## config.mk

```make
export PLATFORM = sky130hd
export DESIGN_NAME = seg_display_ctrl
export DESIGN_NICKNAME = d
export VERILOG_FILES = /design/src/rtl/seg_display_ctrl.sv
export SDC_FILE = /design/constraint.sdc
export NUM_CORES = 1
export LEC_CHECK = 0
export CAP_MARGIN = 0
export CORE_MARGIN = 10
export CORE_UTILIZATION = 55
export CTS_CLUSTER_DIAMETER = 40
export DETAILED_ROUTE_END_ITERATION = 10
export GPL_TIMING_DRIVEN = 0
export PLACE_DENSITY = 0.88
export SYNTH_ARGS = -nofsm -noshare
export SYNTH_HDL_FRONTEND = slang
export SYNTH_SLANG_ARGS = --single-unit
```

## constraint.sdc

```tcl
create_clock -name clk -period 4.1 [get_ports clk]
set_clock_uncertainty 0.05 [all_clocks]
set_input_delay 0.82 -clock clk [delete_from_list [all_inputs] [get_ports clk]]
set_output_delay 0.82 -clock clk [all_outputs]
set_load 0.005 [all_outputs]
```

## src/rtl/seg_display_ctrl.sv

```systemverilog
// seg_display_ctrl: multi-digit seven-segment display controller.
// A load snapshots the display inputs. Then a single shared decoder refreshes
// one digit per cycle, starting at the most significant digit. The controller
// also handles leading-zero blanking, decimal points and per-digit blinking.
module seg_display_ctrl #(
  parameter int DIGITS     = 6,
  parameter int BLINK_HALF = 25_000_000
) (
  input  logic                  clk,
  input  logic                  rst,
  input  logic                  load,
  input  logic [4*DIGITS-1:0]   value,
  input  logic [DIGITS-1:0]     dp,
  input  logic [DIGITS-1:0]     blink_en,
  input  logic                  lz_blank,
  output logic                  busy,
  output logic [8*DIGITS-1:0]   HEX
);

  localparam int              IW   = (DIGITS > 1) ? $clog2(DIGITS) : 1;
  localparam logic [IW-1:0]   LAST = IW'(DIGITS - 1);
  localparam logic [31:0]     WRAP = 32'(BLINK_HALF - 1);

  typedef enum logic {IDLE, UPDATE} state_t;

  state_t              state, state_nxt;
  logic                capture;

  logic [4*DIGITS-1:0] sh_value;
  logic [DIGITS-1:0]   sh_dp;
  logic [DIGITS-1:0]   sh_blink;
  logic                sh_lz;
  logic [IW-1:0]       idx;

  logic [3:0]          nib;
  logic                dp_bit;
  logic                higher_zero;
  logic                blank;
  logic [7:0]          glyph;
  logic [7:0]          dec;

  logic [7:0]          pat [DIGITS];
  logic [31:0]         blink_cnt;
  logic                phase;

  // FSM state register
  always_ff @(posedge clk) begin
    if (rst) state <= IDLE;
    else     state <= state_nxt;
  end

  // Next-state logic: accept a load only when idle, stay in UPDATE until digit 0 is written
  always_comb begin
    state_nxt = state;
    capture   = 1'b0;
    busy      = 1'b0;
    case (state)
      IDLE: begin
        if (load) begin
          capture   = 1'b1;
          state_nxt = UPDATE;
        end
      end
      UPDATE: begin
        busy = 1'b1;
        if (idx == '0) state_nxt = IDLE;
      end
      default: state_nxt = IDLE;
    endcase
  end

  // Shadow registers snapshot the inputs on capture; the digit index counts down during UPDATE
  always_ff @(posedge clk) begin
    if (rst) begin
      sh_value <= '0;
      sh_dp    <= '0;
      sh_blink <= '0;
      sh_lz    <= 1'b0;
      idx      <= '0;
    end else if (capture) begin
      sh_value <= value;
      sh_dp    <= dp;
      sh_blink <= blink_en;
      sh_lz    <= lz_blank;
      idx      <= LAST;
    end else if (state == UPDATE && idx != '0) begin
      idx      <= idx - IW'(1);
    end
  end

  // Shared decoder for the digit selected by idx, including leading-zero blanking and the DP bit
  always_comb begin
    nib         = 4'h0;
    dp_bit      = 1'b0;
    higher_zero = 1'b1;
    for (int k = 0; k < DIGITS; k++) begin
      if (idx == IW'(k)) begin
        nib    = sh_value[4*k +: 4];
        dp_bit = sh_dp[k];
      end
      if (k > int'(idx) && sh_value[4*k +: 4] != 4'h0) higher_zero = 1'b0;
    end
    blank = sh_lz && (nib == 4'h0) && higher_zero && (idx != '0);
    case (nib)
      4'h0: glyph = 8'hC0;
      4'h1: glyph = 8'hF9;
      4'h2: glyph = 8'hA4;
      4'h3: glyph = 8'hB0;
      4'h4: glyph = 8'h99;
      4'h5: glyph = 8'h92;
      4'h6: glyph = 8'h82;
      4'h7: glyph = 8'hF8;
      4'h8: glyph = 8'h80;
      4'h9: glyph = 8'h98;
      4'hA: glyph = 8'h88;
      4'hB: glyph = 8'h83;
      4'hC: glyph = 8'hC6;
      4'hD: glyph = 8'hA1;
      4'hE: glyph = 8'h86;
      default: glyph = 8'h8E;
    endcase
    dec = blank ? 8'hFF : {glyph[7] & ~dp_bit, glyph[6:0]};
  end

  // Pattern registers: only the digit under idx is rewritten, the others hold their old pattern
  always_ff @(posedge clk) begin
    if (rst) begin
      for (int k = 0; k < DIGITS; k++) pat[k] <= 8'hFF;
    end else if (state == UPDATE) begin
      for (int k = 0; k < DIGITS; k++) begin
        if (idx == IW'(k)) pat[k] <= dec;
      end
    end
  end

  // Free-running blink timebase; the phase flips each time the counter wraps
  always_ff @(posedge clk) begin
    if (rst) begin
      blink_cnt <= '0;
      phase     <= 1'b0;
    end else if (blink_cnt == WRAP) begin
      blink_cnt <= '0;
      phase     <= ~phase;
    end else begin
      blink_cnt <= blink_cnt + 32'd1;
    end
  end

  // Output register: blink masking is applied here so the pattern registers are never touched
  always_ff @(posedge clk) begin
    if (rst) begin
      HEX <= '1;
    end else begin
      for (int k = 0; k < DIGITS; k++) begin
        HEX[8*k +: 8] <= (phase && sh_blink[k]) ? 8'hFF : pat[k];
      end
    end
  end

endmodule

```

Yosys cells after proc, flatten, opt, wreduce, memory -nomap -nowiden
Memories as Yosys holds them, arrays and structs flattened. A register that Yosys moved wholly into a read port is not among the register bits. Cells that the tools add are included.

Bits in registers: 74. Bits in writable memories: 48. Memory bits (read-only): 112. Bits of input ports: 40. Memories kept: 2.

Memories: (no name shown) (words 16, bits a word 7, read ports 1, clocked after Yosys merged registers in 0, write ports 0, line 104) `case (nib)`; pat (words 6, bits a word 8, read ports 6, clocked after Yosys merged registers in 6, write ports 6, line 42) `logic [7:0] pat [DIGITS];`.

$add $sub $neg: 2. Order comparisons: 5. Equality and inequality tests: 6. Multiplexer cells: 57. Bitwise logic cells: 10. Reductions and logical operators: 32.

Operator list (count): 8-bit 2-to-1 mux (7); 1-bit 2-to-1 mux (41); 32-bit by 1-bit adder with 32-bit output, second input constant (1); 32-bit by 25-bit equality test with 1-bit output, second input constant (1); 4-bit 2-to-1 mux (6); 4-bit nonzero test (5); 2-bit OR reduction (8); 1-bit logical AND (15); 3-bit by 2-bit equality test with 1-bit output, second input constant (2); 3-bit equality test, second input constant (2); 2-bit by 3-bit greater-than comparator with 1-bit output, first input constant (2); 3-bit greater-than comparator, first input constant (2); 3-bit 2-to-1 mux (2); 1-bit OR (6); 4-bit logical NOT (1); 3-bit by 1-bit equality test with 1-bit output, second input constant (1); 1-bit by 3-bit greater-than comparator with 1-bit output, first input constant (1); 3-bit logical NOT (1); 1-bit NOT (3); 3-bit nonzero test (1); 3-bit by 1-bit subtractor with 3-bit output, second input constant (1); 1-bit one-hot mux with 2 select lines (1); 2-bit nonzero test (1); 1-bit bitwise AND, first input constant (1).

Logic depth before layout (Yosys ltp)
Depth after elaboration: 13. Mapped depth: 13. Depth with buffers taken out: 11.

Worst setup path after synthesis
No wires, ideal clock.

Kind: register -> register. Start: register idx[0]. End: memory pat[5][1], data pin. Library setup time: 0.281 ns. Arrival: 2.755 ns. Required time: 3.769 ns. Slack: 1.015 ns. Stages on the path, launching flop included: 12. Path buffers: 2. Clock period less this slack: 3.085 ns. Cell sequence: dfxtp_1 -> buf_6 -> inv_1 -> ha_1 -> buf_2 -> a21oi_1 -> o21ai_0 -> a211oi_1 -> ha_1 -> mux2_2 -> a211oi_2 -> nand2_1.

RTL lines: start, declared (line 33) `logic [IW-1:0] idx;`; start signal, assigned (line 87) `idx <= idx - IW'(1);`; end, declared (line 42).

==> metrics.csv <==
metric,value,unit
status,finished clean,
slowest_stage,a22oi_1,
dieArea,16900,um2
num_vias,5278,
synth_warnings,0,
diodes,0,
async_flop_share,0,
drc_errors,0,
cap_violations,0,
gp_congestion,0.866,
p_clk_frac,0.424,
syn_inst,674,
worstPathRequired,4.19,ns
critical_path_class,reg2reg,
synth-edff-count,48,
num_rows,40,
synth_area_leader_cell,dfxtp_1,
antenna_found_initial,0,
coreArea,12000,um2
synth-xor-area-share,0.0407,
synth-adder-area-share,0.0206,
start_util,0.558,
yosys.area_share.simple,0.236,
min_period,3.82,ns
drive_gt1_frac,0.0780,
die_w,130,um
hold_path_class,reg2reg,
cts_max_level,4,
synth_top_area_frac,0.366,
cts_sinks,170,
critPathLaunchType,flip-flop,
nFillCells,852,
cts_root_buf,clkbuf_16,
grt_max_degree,19,
ir_drop,0.265,mV
synthFlopType,dfxtp_1,
hold_viol,0,
worst-slew-pin-transition,0.921,ns
rsz0062_at_grt,no,
cp-end-kind,flip-flop,
dpl.hpwl,11500,um
grt_first_pass_wirelength,25100,um
wl_per_cell,16.8,um
ys_ff_latch,170,
cp_slowest_stage_delay,0.57,ns
portBuffers,88,
p_comb_frac,0.105,
grt_overflow,0,
drtIter0Drc,516,
synth_cell_types,56,
max_freq,262,MHz
cts_buffer_depth,2,
synth_top_family_by_area,simple AND/OR/NAND/NOR gates,
p_leak,2.90,nW
worstPathCellList,"buf_6, inv_1, ha_1, buf_2, a21oi_1, o21ai_0, a211oi_2, inv_1, ha_1, mux2_2, a22oi_1, nand2_1",
clkTransAtPathRegs,0.07,ns
worst_ep_arrival_time,3.91,ns
worstSkewPairLatency,0.43,ns
finalSetupViolCount,0,
routed_wirelength,15900,um
place_inst,909,
placed_area,7740,um2
syn_area,6670,um2
areaGrowthSynthToFinish,25.2,%
maxSlewViolCount,0,
synth_compound_area_frac,0.0866,
synthTopCellsByArea,"dfxtp_1, edfxtp_1, nand2_1, nand2b_1, a21oi_1",
yosysSeqAreaShare,0.582,
first_pass_iters,6,
powerDensity,455,nW/um2
route.antenna.remaining_nets,0,
synth.area.mux_share,0.00656,
tns,0,ns
cts-hold-fix-buffers,0,
switchingPower,0.00101,W
cts_buffers,17,
synth_nets,725,
cts_tree,yes,
die_y,130,um
pwr-share-seq,0.471,
via_per_inst,5.60,
p_int,0.00279,W
period_share,0.932,
fin_area,8350,um2
grt_pass1_vias,5174,
syn_area_per_cell,9.90,um2
swShare,0.266,
finalNonFillerCells,942,
nets,833,
ios,89,
grtUsageTotal,0.188,
crit_fanout,10,
relSlewSlack,0.381,
-- cell usage after synthesis, types with 2 or more instances --
cell and count:
buf_4 4, buf_2 3, nand3b_1 3, a211oi_2 2, nor2b_4 2, nand2_1 143, buf_1 4, o22ai_1 3
clkbuf_1 18, nand2b_1 56, nor2_1 50, edfxtp_1 48, nor2b_1 3, nand4_1 5, a221oi_2 3, and3_1 7
or4_1 2, mux2_2 3, inv_1 12, a21oi_1 53, a21o_1 2, nor4_1 6, a221oi_1 2, ha_1 11
a31o_2 4, nor3_1 9, and4_1 2, a211oi_1 3, a22oi_1 2, and2_1 4, nand3_1 27, dfxtp_1 122
xor2_1 22, xnor2_1 9, and3b_1 2, o21ai_0 3
-- registers in the layout (all words and copies together), names as in the netlist --
name,cells
idx,3
pat,48
sh_dp,6
blink_cnt,32
sh_blink,6
sh_lz,1
state,1
sh_value,24
phase,1
HEX,48
-- placed cells by master (no fill, tap or decap), types with 4 or more instances in the layout --
cell,netlist,final
inv_6,0,5
clkdlybuf4s50_1,0,88
nand4_1,5,5
a31o_2,4,4
buf_1,4,4
clkbuf_1,18,18
nand3_1,27,27
nor3_1,9,9
nor2_1,50,50
a21oi_1,53,53
edfxtp_1,48,48
dfxtp_1,122,122
and2_1,4,4
inv_1,12,12
xor2_1,22,22
nor4_1,6,6
and3_1,7,7
ha_1,11,11
clkbuf_16,0,17
buf_4,4,5
nand2b_1,56,56
xnor2_1,9,9
nand2_1,143,143
inv_8,0,4
-- metrics by stage --
step / power (W) / worst slack (ns) / hold slack (ns) / utilization
after floorplan: 0.00207 / 1.01 / 0.351 / -
after global placement: 0.00219 / 0.306 / 0.357 / 0.647
after detailed placement: 0.00221 / 0.170 / 0.362 / 0.647
after CTS: 0.00379 / 0.0800 / 0.377 / 0.697
after global routing: 0.00391 / 0.163 / 0.390 / 0.698
final: 0.00380 / 0.281 / 0.374 / 0.698
-- path summary, 6_finish.rpt --
path,slack (ns),endpoint,cells past startpoint,startpoint
min reg2reg,0.37,HEX[22]$_SDFF_PP1_,1,pat[2][6]$_SDFFCE_PN1P_
min,0.37,HEX[22]$_SDFF_PP1_,1,pat[2][6]$_SDFFCE_PN1P_
max reg2reg,0.28,pat[5][5]$_SDFFCE_PN1P_,12,idx[0]$_SDFFE_PP0P_
max,0.28,pat[5][5]$_SDFFCE_PN1P_,12,idx[0]$_SDFFE_PP0P_
-- logic make-up (layout without fill, tap and decap cells) --
| family | count (synthesis) | in the layout |
|---|---|---|
| XOR/XNOR | 31 | 31 |
| AND/OR/NAND/NOR | 329 | 329 |
| flip-flops | 170 | 170 |
| buffers and inverters | 42 | 163 |
| multiplexers | 4 | 4 |
| adder cells (fa/ha/maj) | 11 | 11 |
| AO/OA/AOI/OAI | 87 | 87 |
-- final cells by class --
type                            count  area [um2]  share of cell area
Sequential cell                   170        3880               0.465
Multi-Input combinational cell    462        2610               0.312
Timing Repair Buffer               89         888               0.106
Clock buffer                       17         425              0.0510
Tap cell                          147         184              0.0220
Clock inverter                     15         175              0.0210
Buffer                             30         139              0.0166
Inverter                           12        45.0             0.00539
-- power by group through the flow --
stage / combinational (W) / clock (W) / sequential, W
after floorplan: 0.000246 / 0 / 0.00182
after global placement: 0.000365 / 0 / 0.00182
after detailed placement: 0.000382 / 0 / 0.00183
after CTS: 0.000389 / 0.00161 / 0.00179
after global routing: 0.000431 / 0.00168 / 0.00179
final: 0.000400 / 0.00161 / 0.00179
-- what timing repair did --
| action | CTS | global route |
|---|---|---|
| endpoints found under the setup margin | 0 | 17 |
| buffers inserted | 0 | 1 |
| gates resized for setup | 0 | 1 |
-- worst max-delay path: cells and delay by family, from the launching register on --
kind | cells | cell delay (ns)
fa+ha+maj | 2 | 0.58
flops | 1 | 0.44
compound gates | 4 | 1.36
mux | 1 | 0.31
buf+inv | 4 | 0.66
simple gates | 1 | 0.14
-- metal layers --
metal	part of all wire	track usage
met5	0	0
met4	0.027	0.0800
met1	0.40	0.208
met3	0.080	0.0523
met2	0.50	0.333
(Power assumes the default switching activity.)
